===== src/rtl/keyboard_pkg.sv =====
// Shared constants, FSM state type and held-key helper for the PS/2
// scancode sequencer. Used by ps2_scancode_sequencer and its bench.
// The TYPEMATIC_FILTER_EN option does not change anything in this package.
package keyboard_pkg;

    // 16-bit scancode views of the tracked game keys and of the break prefix
    localparam logic [15:0] A        = 16'h001C;
    localparam logic [15:0] D        = 16'h0023;
    localparam logic [15:0] SPACE    = 16'h0029;
    localparam logic [15:0] RELEASED = 16'h00F0;

    // Raw prefix / status bytes as they arrive from the receiver
    localparam logic [7:0] EXTENDED = 8'hE0;
    localparam logic [7:0] BREAK    = 8'hF0;
    localparam logic [7:0] BAT_OK   = 8'hAA;

    // Bit positions inside held_keys
    localparam int HELD_A     = 0;
    localparam int HELD_D     = 1;
    localparam int HELD_SPACE = 2;
    localparam int HELD_W     = 3;

    typedef enum logic [1:0] {
        IDLE    = 2'd0,
        EXT     = 2'd1,
        BRK     = 2'd2,
        EXT_BRK = 2'd3
    } seq_state_t;

    // One-hot held_keys mask for a scancode byte; zero for untracked keys
    function automatic logic [HELD_W-1:0] held_mask(input logic [7:0] code);
        logic [HELD_W-1:0] m;
        m = '0;
        if ({8'h00, code} == A)     m[HELD_A]     = 1'b1;
        if ({8'h00, code} == D)     m[HELD_D]     = 1'b1;
        if ({8'h00, code} == SPACE) m[HELD_SPACE] = 1'b1;
        return m;
    endfunction

endpackage


===== src/rtl/ps2_scancode_sequencer_if.sv =====
// Byte-in / key-event-out bundle between the PS/2 receiver side and the
// keyboard decoder side. The sequencer is the slave: it takes bytes in and
// drives key events out. The master modport is the producer/consumer side.
interface ps2_scancode_sequencer_if;
    logic [7:0]  rx_data;
    logic        rx_valid;
    logic [31:0] keyCode;
    logic        key_valid;
    logic [2:0]  held_keys;
    logic        seq_error;

    modport master (
        output rx_data, rx_valid,
        input  keyCode, key_valid, held_keys, seq_error
    );

    modport slave (
        input  rx_data, rx_valid,
        output keyCode, key_valid, held_keys, seq_error
    );
endinterface


===== src/rtl/ps2_seq_watchdog.sv =====
// Prefix watchdog: counts cycles while a multi-byte sequence is open and
// fires a one-cycle timeout when the count reaches TIMEOUT_CYCLES-1.
// A clear in the same cycle suppresses the timeout, so a byte arriving on
// the expiry cycle is processed normally.
module ps2_seq_watchdog #(
    parameter int TIMEOUT_CYCLES = 2_000_000,
    parameter int CNT_W          = 21
) (
    input  logic clk,
    input  logic rst,
    input  logic i_en,
    input  logic i_clr,
    output logic o_timeout
);

    localparam logic [CNT_W-1:0] LAST = CNT_W'(TIMEOUT_CYCLES - 1);

    logic [CNT_W-1:0] r_count;

    assign o_timeout = i_en && !i_clr && (r_count == LAST);

    // Counter: restart on clear or expiry, otherwise advance while enabled
    always_ff @(posedge clk) begin
        // NOTE: sequential state uses non-blocking assignments so every
        // register samples pre-edge values regardless of block ordering.
        if (rst || i_clr || o_timeout) begin
            r_count <= '0;
        end else if (i_en) begin
            r_count <= r_count + 1'b1;
        end
    end

endmodule


===== src/rtl/ps2_scancode_sequencer.sv =====
// PS/2 scancode sequencer: folds E0/F0 prefixes and the following byte into
// one key event on a 32-bit {prefix, code} bus, tracks held A/D/SPACE, and
// drops orphan prefixes via a watchdog.
// Optional macro TYPEMATIC_FILTER_EN: when defined, a non-extended make of a
// key that is already held (autorepeat) is swallowed with no event.
module ps2_scancode_sequencer
    import keyboard_pkg::*;
#(
    parameter int TIMEOUT_CYCLES = 2_000_000,
    parameter int CNT_W          = 21
) (
    input  logic                     clk,
    input  logic                     rst,
    ps2_scancode_sequencer_if.slave  bus
);

    seq_state_t          r_state;
    seq_state_t          w_next_state;

    logic                w_emit;
    logic                w_err;
    logic [15:0]         w_prefix;
    logic [HELD_W-1:0]   w_mask;
    logic [HELD_W-1:0]   w_held_next;

    logic [31:0]         r_key_code;
    logic                r_key_valid;
    logic [HELD_W-1:0]   r_held;
    logic                r_seq_error;

    logic                w_wd_en;
    logic                w_wd_clr;
    logic                w_timeout;

    // Watchdog runs only while a prefix is outstanding; any byte restarts it
    assign w_wd_en  = (r_state != IDLE);
    assign w_wd_clr = bus.rx_valid || (r_state == IDLE);

    ps2_seq_watchdog #(
        .TIMEOUT_CYCLES (TIMEOUT_CYCLES),
        .CNT_W          (CNT_W)
    ) u_watchdog (
        .clk       (clk),
        .rst       (rst),
        .i_en      (w_wd_en),
        .i_clr     (w_wd_clr),
        .o_timeout (w_timeout)
    );

    assign w_mask = held_mask(bus.rx_data);

    // State register
    always_ff @(posedge clk) begin
        if (rst) begin
            r_state <= IDLE;
        end else begin
            r_state <= w_next_state;
        end
    end

    // Next-state, event decode and held-key update
    always_comb begin
        // NOTE: every output of this block gets a default first so no path
        // leaves a signal unassigned and no latch is inferred.
        w_next_state = r_state;
        w_emit       = 1'b0;
        w_err        = 1'b0;
        w_prefix     = 16'h0000;
        w_held_next  = r_held;

        if (bus.rx_valid) begin
            unique case (r_state)
                IDLE: begin
                    if (bus.rx_data == EXTENDED) begin
                        w_next_state = EXT;
                    end else if (bus.rx_data == BREAK) begin
                        w_next_state = BRK;
                    end else if (bus.rx_data != BAT_OK) begin
`ifdef TYPEMATIC_FILTER_EN
                        if ((w_mask & r_held) == '0) begin
                            w_emit      = 1'b1;
                            w_held_next = r_held | w_mask;
                        end
`else
                        w_emit      = 1'b1;
                        w_held_next = r_held | w_mask;
`endif
                    end
                end

                EXT: begin
                    if (bus.rx_data == BREAK) begin
                        w_next_state = EXT_BRK;
                    end else if (bus.rx_data == EXTENDED) begin
                        w_err = 1'b1;
                    end else begin
                        w_emit       = 1'b1;
                        w_prefix     = {EXTENDED, 8'h00};
                        w_next_state = IDLE;
                    end
                end

                BRK: begin
                    w_next_state = IDLE;
                    if (bus.rx_data == EXTENDED || bus.rx_data == BREAK) begin
                        w_err = 1'b1;
                    end else begin
                        w_emit      = 1'b1;
                        w_prefix    = RELEASED;
                        w_held_next = r_held & ~w_mask;
                    end
                end

                EXT_BRK: begin
                    w_next_state = IDLE;
                    if (bus.rx_data == EXTENDED || bus.rx_data == BREAK) begin
                        w_err = 1'b1;
                    end else begin
                        w_emit   = 1'b1;
                        w_prefix = {EXTENDED, BREAK};
                    end
                end

                default: begin
                    w_next_state = IDLE;
                end
            endcase
        end else if (w_timeout) begin
            w_next_state = IDLE;
            w_err        = 1'b1;
        end
    end

    // Registered event outputs; keyCode holds between events
    always_ff @(posedge clk) begin
        if (rst) begin
            r_key_code  <= 32'h0;
            r_key_valid <= 1'b0;
            r_held      <= '0;
            r_seq_error <= 1'b0;
        end else begin
            r_key_valid <= w_emit;
            r_seq_error <= w_err;
            r_held      <= w_held_next;
            if (w_emit) begin
                r_key_code <= {w_prefix, 8'h00, bus.rx_data};
            end
        end
    end

    assign bus.keyCode   = r_key_code;
    assign bus.key_valid = r_key_valid;
    assign bus.held_keys = r_held;
    assign bus.seq_error = r_seq_error;

endmodule


===== src/flat_wrapper.sv =====
// flat-port wrapper written by rule: the top's interface ports become plain ports
module ps2_scancode_sequencer_flat import keyboard_pkg::*;
#(
    parameter int TIMEOUT_CYCLES = 2_000_000,
    parameter int CNT_W          = 21
)
  (clk, rst, bus_rx_data, bus_rx_valid, bus_keyCode, bus_key_valid, bus_held_keys, bus_seq_error);
  ps2_scancode_sequencer_if bus_i ();
  input  logic clk;
  input  logic rst;
  input wire logic [$bits(bus_i.rx_data)-1:0] bus_rx_data;
  input wire logic [$bits(bus_i.rx_valid)-1:0] bus_rx_valid;
  output wire logic [$bits(bus_i.keyCode)-1:0] bus_keyCode;
  output wire logic [$bits(bus_i.key_valid)-1:0] bus_key_valid;
  output wire logic [$bits(bus_i.held_keys)-1:0] bus_held_keys;
  output wire logic [$bits(bus_i.seq_error)-1:0] bus_seq_error;
  assign bus_i.rx_data = bus_rx_data;
  assign bus_i.rx_valid = bus_rx_valid;
  assign bus_keyCode = bus_i.keyCode;
  assign bus_key_valid = bus_i.key_valid;
  assign bus_held_keys = bus_i.held_keys;
  assign bus_seq_error = bus_i.seq_error;
  ps2_scancode_sequencer #(.TIMEOUT_CYCLES(TIMEOUT_CYCLES), .CNT_W(CNT_W)) u_core (.clk(clk), .rst(rst), .bus(bus_i));
endmodule

===== config.mk =====
export PLATFORM = sky130hd
export DESIGN_NAME = ps2_scancode_sequencer_flat
export DESIGN_NICKNAME = d
export VERILOG_FILES = /design/src/rtl/keyboard_pkg.sv /design/src/rtl/ps2_scancode_sequencer_if.sv /design/src/rtl/ps2_seq_watchdog.sv /design/src/rtl/ps2_scancode_sequencer.sv /design/src/flat_wrapper.sv
export SDC_FILE = /design/constraint.sdc
export NUM_CORES = 1
export LEC_CHECK = 0
export ABC_AREA = 1
export CORE_MARGIN = 2
export CORE_UTILIZATION = 54
export CTS_BUF_LIST = sky130_fd_sc_hd__clkbuf_8 sky130_fd_sc_hd__clkbuf_16
export DETAILED_ROUTE_END_ITERATION = 10
export PLACE_DENSITY = 0.86
export REMOVE_ABC_BUFFERS = 1
export SETUP_SLACK_MARGIN = 0.2
export SYNTH_ARGS = -nofsm -noshare
export SYNTH_HDL_FRONTEND = slang
export SYNTH_SLANG_ARGS = --single-unit

===== constraint.sdc =====
create_clock -name clk -period 3.3 [get_ports clk]
set_input_delay 0.66 -clock clk [delete_from_list [all_inputs] [get_ports clk]]
set_output_delay 0.66 -clock clk [all_outputs]
set_load 0.005 [all_outputs]

==> flow_summary.toml <==
[sta]
finalSetupTns_ns = 0
skew_ns = 0.00756
slew_viol_final = 0
holdWs_ns = 0.474
fin_crit_sh_pct = 62.6
slew_headroom_pct = 64.8
worstMarginPinSlew_ns = 0.523
max_freq_mhz = 484
hold_viol = 0
finalSetupViolCount = 0
period_needed_ns = 2.07
rsz0062_at_grt = "false"

[yosys]
ys_warn_count = 0
ys_seq_area_share_pct = 34.7
yosysTopAreaCell = "dfxtp_1"
syn-cell-area_mm2 = 0.00219
synth_seq_cells = 38
syn_inst = 326
synth_top_area_share_pct = 34.7
synth_area_leaders = "dfxtp_1 35%, nand2_1 12%, nor2_1 9.6%, buf_4 7.9%, inv_1 5.6%"
synth.distinct_cells = 27
postSynthAreaPerCell_um2 = 6.73

[global_routing]
grt_first_pass_wirelength_um = 7380
grt-ovfl-total = 0
grt_pass1_vias = 1760
track_usage_pct = 21.1
grt_max_degree = 18
antenna_found_initial = 0

[final_layout]
final_cell_mix = "71 x nand2_1, 56 x nor2_1, 38 x dfxtp_1"
fin_area_mm2 = 0.00256
diodes = 0
area_growth_syn_to_layout_pct = 16.7
layout_commonest_cell = "nand2_1"
nNetsFinal = 365
fin_util_pct = 64.9
fillCellCount = 354
layout-drive-gt1-share_pct = 8.76

[clocking]
clkSlewWorstSetupHoldPaths_ns = 0.07
insertion_delay_ns = 0.29
ctsResizeCount = 0
cts.sinks = 38
postCtsHoldBufs = 0
htreeDepth = 2
post_cts_buffers = 0
clk_path_buf_depth = 2
cts_tree = "done"
cts_root_buf = "clkbuf_8"
cts_made_buffers = 5

[place]
dp_hpwl_um = 3470
gp_congestion = 0.872
post_dp_cell_area_mm2 = 0.00242
port_buffers = 30

[worst_setup_path]
crit_arrival_ns = 2.25
cpPeakStageDelay_ns = 0.56
critical_path_class = "input pin to register"
r2r_end = "u_core.u_watchdog.r_count[16]"
cp_slowest_cell = "clkdlybuf4s50_1"
start_kind = "input pin"
crit_family = "simple AND/OR/NAND/NOR gates"
critPathRequiredTime_ns = 3.49
reg2regPathDepth = 8
crit_top_cell = "nor2_1"
cp_max_fo = 7
end_kind = "register"
critPathBufInv = 1
reg2reg_from = "u_core.u_watchdog.r_count[0]"
rrSetupSlack_ns = 1.69
path_cells = "clkdlybuf4s50_1, nor2_1, nand2_1, nor2_1, nor2_1, nand3_2, nor2_2, nand3_1, nand2_1, nor2_1"

[drt]
drt-pass1-iter-count = 4
drtIter0Drc = 83
wl_per_cell_um = 11.0
postRouteAntennaNets = 0
viasPerCell = 4.93
drt_wl_total_um = 4430
vias = 1993
drc = 0

[power_and_ir_drop]
power_density_mw_per_mm2 = 423
intPower_uw = 844
ir_drop_mv = 0.362
p_sw_uw = 238
p_clk_share_pct = 44.4
pwr-share-seq_pct = 44.5
power.leakage_uw = 0.00102
comb_power_share_pct = 11.0
p_sw_share_pct = 22.0
p_total_uw = 1080

[die]
initial_core_util_pct = 55.6
std_cell_rows = 23
dieArea_mm2 = 0.00459
core_area_mm2 = 0.00394
ios = 48
chipHeight_um = 67.7
die_x_um = 67.7

[min_path]
hold_class = "register to register"
whs_endpoint = "u_core.bus.keyCode[6]"
min_path_cells = 2
min_from = "u_core.bus.keyCode[6]"

[flow_run]
maxCapViolCount = 0

[outcome]
status = "finished, final reports clean"
-- state kept, by name (all words and copies together), names as in the netlist, named ones only --
signal / count
u_core.bus.key_valid: 1
u_core.bus.seq_error: 1
u_core.bus.keyCode: 10
u_core.r_state: 2
u_core.u_watchdog.r_count: 21
-- how the worst max path moves through the flow --
stage | start | end | slack, ns | cells after the start
6_report | bus_rx_data[1] | register | 1.23 | 10
5_1_grt | bus_rx_data[1] | register | 1.03 | 10
4_1_cts | bus_rx_data[1] | u_core.bus.keyCode[1] | 1.26 | 9
3_5_place_dp | bus_rx_data[1] | register | 0.95 | 10
3_3_place_gp | bus_rx_data[1] | register | 1.04 | 10
2_1_floorplan | bus_rx_data[7] | register | 1.68 | 10
-- worst register-to-register path, delay by kind of cell (launching register included) --
family                   cells  cell delay [ns]
XOR/XNOR                     1             0.24
AND/OR/NAND/NOR              6             0.68
adder cells (fa/ha/maj)      1             0.24
flip-flops                   1             0.36
-- area by class of cell --
type	instances	area [um2]	area share (%)
tap	50	62.6	2.44
sequential	38	761	29.7
inverter	36	138	5.38
clock buffer	6	82.6	3.23
clock inverter	2	60.1	2.35
multi-input combinational	242	1160	45.2
timing repair buffer	30	300	11.7
-- routing by layer --
metal	track usage [%]	vias to the layer above	share of wire [%]
met1	23.4	884	43
met2	38.1	55	50
met5	0	-	0
met4	8.16	0	1.3
met3	5.50	7	5.6
li1	-	1047	-
-- cell usage after synthesis (all sizes together) --
master and number:
a21oi 17, a31oi 1, buf 25, clkbuf 1
conb 1, dfxtp 38, ha 1, inv 36
nand2 73, nand3 23, nand4 5, nor2 69
nor3 10, nor4 3, o21ai 13, or2 2
xor2 8
-- through the flow --
stage | std cells | worst slack (ns)
CTS | 404 | 1.26
global route | 404 | 1.03
detailed placement | 396 | 0.954
global placement | 396 | 1.04
floorplan | 316 | 1.68
finish | 404 | 1.23
-- cells by family (layout without fill, tap and decap cells) --
| group | count (synthesis) | in the layout | synth area share, % |
|---|---|---|---|
| compound gates | 31 | 31 | 7.13 |
| xor+xnor | 8 | 8 | 3.19 |
| fa+ha+maj | 1 | 1 | 0.570 |
| buf+inv | 62 | 74 | 15.3 |
| flops | 38 | 38 | 34.7 |
| other cells | 1 | 17 | 0.171 |
| simple gates | 185 | 185 | 38.9 |
-- power groups by stage --
| stage | clock, uW | sequential [uW] | combinational (uW) |
|---|---|---|---|
| after detailed placement | 0 | 493 | 119 |
| after global placement | 0 | 493 | 116 |
| after global routing | 513 | 484 | 135 |
| after floorplan | 0 | 493 | 61.1 |
| final | 481 | 482 | 120 |
| after CTS | 492 | 482 | 119 |
No activity file was read; power rests on OpenSTA's default activity.
